`src/rtl/calc_1_pkg.sv`:
```
// Shared types, constants and the lane ALU for the four-port calculator.
package calc_1_pkg;

  localparam int NUM_LANES = 4;
  localparam int DATA_W    = 32;
  localparam int CMD_W     = 4;
  localparam int RESP_W    = 2;
  localparam int RST_W     = 7;
  localparam int SHAMT_W   = 5;

  localparam logic [CMD_W-1:0] CMD_NOP = 4'd0;
  localparam logic [CMD_W-1:0] CMD_ADD = 4'd1;
  localparam logic [CMD_W-1:0] CMD_SUB = 4'd2;
  localparam logic [CMD_W-1:0] CMD_SHL = 4'd5;
  localparam logic [CMD_W-1:0] CMD_SHR = 4'd6;

  localparam logic [RESP_W-1:0] RESP_NONE = 2'd0;
  localparam logic [RESP_W-1:0] RESP_OK   = 2'd1;
  localparam logic [RESP_W-1:0] RESP_ERR  = 2'd2;

  typedef enum logic {
    IDLE = 1'b0,
    OP2  = 1'b1
  } state_t;

  typedef struct packed {
    logic [CMD_W-1:0]  cmd;
    logic [DATA_W-1:0] data;
  } lane_req_t;

  typedef struct packed {
    logic [RESP_W-1:0] resp;
    logic [DATA_W-1:0] data;
  } lane_rsp_t;

  // Result of one operation; data stays 0 on every error path.
  function automatic lane_rsp_t alu(input logic [CMD_W-1:0]  cmd,
                                    input logic [DATA_W-1:0] a,
                                    input logic [DATA_W-1:0] b);
    lane_rsp_t       r;
    logic [DATA_W:0] sum;
    r   = '0;
    sum = {1'b0, a} + {1'b0, b};
    case (cmd)
      CMD_ADD: begin
        if (sum[DATA_W]) r.resp = RESP_ERR;
        else begin
          r.resp = RESP_OK;
          r.data = sum[DATA_W-1:0];
        end
      end
      CMD_SUB: begin
        if (b > a) r.resp = RESP_ERR;
        else begin
          r.resp = RESP_OK;
          r.data = a - b;
        end
      end
      CMD_SHL: begin
        r.resp = RESP_OK;
        r.data = a << b[SHAMT_W-1:0];
      end
      CMD_SHR: begin
        r.resp = RESP_OK;
        r.data = a >> b[SHAMT_W-1:0];
      end
      default: r.resp = RESP_ERR;
    endcase
    return r;
  endfunction

endpackage

```
`src/rtl/calc_1_lane.sv`:
```
// One calculator lane: two-cycle operand capture FSM, operand regs, ALU, response reg.
module calc_1_lane
  import calc_1_pkg::*;
(
  input  logic      clk,
  input  logic      rst,
  input  lane_req_t req,
  output lane_rsp_t rsp
);

  state_t            state, state_nxt;
  logic [CMD_W-1:0]  cmd_q;
  logic [DATA_W-1:0] op1_q;
  logic              ld_op1;

  // State register.
  always_ff @(posedge clk or posedge rst) begin
    if (rst) state <= IDLE;
    else     state <= state_nxt;
  end

  // Capture command and first operand when a lane leaves IDLE.
  always_ff @(posedge clk or posedge rst) begin
    if (rst) begin
      cmd_q <= CMD_NOP;
      op1_q <= '0;
    end else if (ld_op1) begin
      cmd_q <= req.cmd;
      op1_q <= req.data;
    end
  end

  // Next state: a nonzero cmd starts an op; OP2 always lasts exactly one cycle.
  always_comb begin
    state_nxt = state;
    ld_op1    = 1'b0;
    case (state)
      IDLE: begin
        if (req.cmd != CMD_NOP) begin
          ld_op1    = 1'b1;
          state_nxt = OP2;
        end
      end
      OP2:     state_nxt = IDLE;
      default: state_nxt = IDLE;
    endcase
  end

  // Response register: second operand goes straight into the ALU, result shows for one cycle.
  always_ff @(posedge clk or posedge rst) begin
    if (rst)                rsp <= '0;
    else if (state == OP2)  rsp <= alu(cmd_q, op1_q, req.data);
    else                    rsp <= '0;
  end

endmodule

```
`src/rtl/calc_1.sv`:
```
// Four-port calculator top: ORs the reset bits and wires four independent lanes.
module calc_1
  import calc_1_pkg::*;
(
  input  logic        c_clk,
  input  logic [1:7]  reset,
  input  logic [0:3]  req1_cmd_in,
  input  logic [0:3]  req2_cmd_in,
  input  logic [0:3]  req3_cmd_in,
  input  logic [0:3]  req4_cmd_in,
  input  logic [0:31] req1_data_in,
  input  logic [0:31] req2_data_in,
  input  logic [0:31] req3_data_in,
  input  logic [0:31] req4_data_in,
  output logic [0:31] out_data1,
  output logic [0:31] out_data2,
  output logic [0:31] out_data3,
  output logic [0:31] out_data4,
  output logic [0:1]  out_resp1,
  output logic [0:1]  out_resp2,
  output logic [0:1]  out_resp3,
  output logic [0:1]  out_resp4
);

  logic                        rst;
  lane_req_t [NUM_LANES-1:0]   req;
  lane_rsp_t [NUM_LANES-1:0]   rsp;

  assign rst = |reset;

  // Bit 0 is the MSB on the ports, so plain vector assignment keeps significance.
  assign req[0] = {req1_cmd_in, req1_data_in};
  assign req[1] = {req2_cmd_in, req2_data_in};
  assign req[2] = {req3_cmd_in, req3_data_in};
  assign req[3] = {req4_cmd_in, req4_data_in};

  for (genvar i = 0; i < NUM_LANES; i++) begin : g_lane
    calc_1_lane u_lane (
      .clk (c_clk),
      .rst (rst),
      .req (req[i]),
      .rsp (rsp[i])
    );
  end

  assign out_data1 = rsp[0].data;
  assign out_data2 = rsp[1].data;
  assign out_data3 = rsp[2].data;
  assign out_data4 = rsp[3].data;
  assign out_resp1 = rsp[0].resp;
  assign out_resp2 = rsp[1].resp;
  assign out_resp3 = rsp[2].resp;
  assign out_resp4 = rsp[3].resp;

endmodule

```
`config.mk`:
```
export PLATFORM = sky130hd
export DESIGN_NAME = calc_1
export DESIGN_NICKNAME = d
export VERILOG_FILES = /design/src/rtl/calc_1_pkg.sv /design/src/rtl/calc_1_lane.sv /design/src/rtl/calc_1.sv
export SDC_FILE = /design/constraint.sdc
export NUM_CORES = 2
export LEC_CHECK = 0
export CORE_AREA = 2 2 370 225
export DETAILED_ROUTE_END_ITERATION = 7
export DIE_AREA = 0 0 372 227
export DONT_BUFFER_PORTS = 1
export PLACE_DENSITY_LB_ADDON = 0.2
export SETUP_SLACK_MARGIN = 0.15
export SLEW_MARGIN = 10
export SYNTH_ARGS = -nofsm -noshare
export SYNTH_HDL_FRONTEND = slang
export SYNTH_HIERARCHICAL = 1
export SYNTH_SLANG_ARGS = --single-unit
export TNS_END_PERCENT = 30
```
`constraint.sdc`:
```
create_clock -name c_clk -period 7.7 [get_ports c_clk]
set_input_delay 1.925 -clock c_clk [delete_from_list [all_inputs] [get_ports c_clk]]
set_output_delay 1.925 -clock c_clk [all_outputs]
set_load 0.02 [all_outputs]
```
==> impl_metrics.yaml <==
place:
  hpwl_mm: 115
  post-place-cells: 5832
  placed_area_um2: 38000
  finalWeightedCongestion: 1.02
  dp_slack_ns: 1.63
  port_buffers: 0
timing:
  tns_ns: 0
  max_freq_mhz: 176
  slew_viol_final: 0
  rsz0062_at_grt: "no"
  finalCritPeriodShare: 0.739
  hold_violations: 0
  timing.final.ws_setup_ns: 2.01
  max_slew_margin: 0.152
  setup_viol: 0
  fin_skew_ns: 0.0134
  finalCriticalPeriod_ns: 5.69
  worstMarginPinSlew_ns: 1.27
synth:
  synth-async-reset-ratio: 1.00
  synth-edff-count: 0
  ys_types: 94
  syn-cell-area_um2: 37800
  ys_seq_area_frac: 0.188
  synth_compound_area_frac: 0.309
  yosys-mux-area-fraction: 0.136
  ys_ff_latch: 284
  yosys.area_share.xor_xnor: 0.0227
  yosys.area.top_type_share: 0.188
  syn_nets: 5497
  yosysWarnings: 6
  synth_top_family_by_area: "compound AO/OA/AOI/OAI gates"
  synth_cells: 5073
  synthAdderAreaFrac: 0.0916
  yosysTopAreaCell: "dfrtp_1"
  synthSimpleGateAreaFrac: 0.183
  yosys_most_used_dff: "dfrtp_1"
  avgSynthCellArea_um2: 7.45
  synthTopCellsByArea: "dfrtp_1 (19%), ha_1 (8.7%), a21oi_1 (6.4%)"
finish:
  n_antenna_cell: 0
  design_area_um2: 39300
  final.fill_count: 8000
  syn2layout_area_growth_pct: 4.07
  layout_commonest_cell: "nor2_1"
  mostFrequentLayoutCells: "nor2_1 (565), a21oi_1 (481), o21ai_0 (449)"
  nets: 5218
  drive_gt1_frac: 0.0975
  multi_input_area_um2: 28100
  regArea_um2: 7110
  fin_cells: 5898
routing:
  wire_per_inst_um: 25.6
  routed_wl_mm: 151
  drc: 0
  drtIter0Drc: 6213
  avgViaCountPerCell: 6.69
  firstDrtPassIters: 7
  vias: 39400
  ant_nets: 0
clocking:
  cts.sinks: 284
  holdBufCountCts: 0
  cts_buffer_depth: 3
  post_cts_buffers: 0
  clk_pin_slew_ns: 0.06
  htreeDepth: 2
  cts_buffers: 37
  cts_root_buffer: "clkbuf_16"
  clk_latency_ns: 0.59
  post_cts_resized: 0
  cts_tree: "yes"
floorplan:
  rows: 81
  die_h_um: 227
  fp.dieW_um: 372
  initial_core_util: 0.467
  die_area_um2: 84400
  core-area_um2: 81000
  ioPinCount: 288
global_routing:
  grt_pass1_vias: 35200
  grt_start_max_net_pins: 103
  grt_pass1_wl_mm: 226
  grt_antenna_before_repair: 4
  overflow: 0
  grt_use_total: 0.343
power:
  cellPowerDensity_nw_per_um2: 270
  leakage_nw: 16.3
  peakVddDrop_mv: 0.217
critical_path:
  required_ns: 8.15
  critPathCaptureType: "register"
  cp-start-kind: "primary input"
  ff2ff_path_depth: 11
  r2r_start: "g_lane[2].u_lane/op1_q[19]"
  path_class: "in -> reg"
  regToRegSetupSlack_ns: 2.88
  r2r-end: "g_lane[2].u_lane/rsp[14]"
  cp-startpoint: "req4_data_in[29]"
  crit_fanout: 71
  cp.arrival_ns: 6.15
  crit_path_end: "g_lane[3].u_lane/rsp[18]"
status:
  status: "completed"
min_path:
  hold_path_class: "reg -> reg"
run:
  cap_violations: 0
-- power breakdown --
group          internal, W  switching [W]
Combinational      0.00234        0.00383
Clock              0.00114       0.000778
Sequential         0.00178       0.000744
Total              0.00526        0.00535
-- Yosys cell counts (all sizes together) (14+ instances only) --
master,n
a211o,19
a211oi,71
a21o,51
a21oi,489
a221o,14
a221oi,14
a22oi,44
a311oi,22
a31oi,87
and2,34
and3,17
buf,130
clkbuf,226
dfrtp,284
ha,264
inv,296
mux2,192
mux2i,206
mux4,40
nand2,380
nand2b,129
nand3,76
nand4,21
nor2,574
nor2b,64
nor3,76
nor4,51
o211a,15
o211ai,71
o21a,32
o21ai,461
o21ba,15
o21bai,43
o221a,16
o221ai,34
o22ai,134
o311a,16
o31ai,42
or2,34
or3,23
xnor2,84
xor2,14
-- sequential cells by signal, summed over array words and instances (netlist names) --
name and count:
g_lane.u_lane/rsp 136, g_lane.u_lane/op1_q 128, g_lane.u_lane/cmd_q 16, g_lane.u_lane/state 4
-- layer usage --
layer  vias to the layer above  global-route usage  share of wire
met4                         6              0.0710          0.024
met1                     18800               0.534           0.46
met3                       238              0.0923           0.13
met2                      2414               0.462           0.39
met5                         -             0.00509        0.00048
li1                      18000                   -              -
-- critical path: stages --
cell	delay [ns]
inv_2	0.58
ha_1	0.43
nand3b_1	0.14
a21oi_1	0.07
o21ai_0	0.56
a2bb2oi_1	0.27
a21oi_1	0.49
o31ai_1	0.16
nand2_1	0.94
nor2_1	0.13
o31ai_1	0.29
a31oi_1	0.12
-- how the worst min path moves through the flow --
stage | slack [ns] | end | cells past startpoint | from
final | 0.58 | g_lane[1].u_lane/cmd_q[0] | 1 | g_lane[1].u_lane/cmd_q[0]
after global routing | 0.61 | g_lane[1].u_lane/cmd_q[1] | 1 | g_lane[1].u_lane/cmd_q[1]
after CTS | 0.58 | g_lane[1].u_lane/cmd_q[0] | 1 | g_lane[1].u_lane/cmd_q[0]
after detailed placement | 0.56 | g_lane[1].u_lane/cmd_q[0] | 1 | g_lane[1].u_lane/cmd_q[0]
after global placement | 0.56 | g_lane[1].u_lane/cmd_q[0] | 1 | g_lane[1].u_lane/cmd_q[0]
after floorplan | 0.48 | g_lane[1].u_lane/cmd_q[3] | 1 | g_lane[1].u_lane/state
-- per-stage QoR --
step / util / total power (W) / hold WS [ns]
after floorplan: - / 0.00677 / 0.480
after global placement: 0.469 / 0.00843 / 0.555
after detailed placement: 0.469 / 0.00842 / 0.563
after CTS: 0.485 / 0.0104 / 0.580
after global routing: 0.486 / 0.0112 / 0.607
final: 0.486 / 0.0106 / 0.578
-- cell type report --
cell class,instances,area share
clock buffers,49,0.0270
inverters,304,0.0291
flip-flops and latches,284,0.181
well taps,1079,0.0343
multi-input cells,4129,0.715
repair buffers,38,0.00808
clock inverters,15,0.00541
-- logic make-up (layout without fill, tap and decap cells) --
| family | after synthesis | in the layout |
|---|---|---|
| fa+ha+maj | 272 | 272 |
| simple gates | 1508 | 1508 |
| flops | 284 | 284 |
| xor+xnor | 98 | 98 |
| buf+inv | 660 | 406 |
| compound gates | 1813 | 1813 |
| mux | 438 | 438 |
Power figures use the tool's default switching activity.
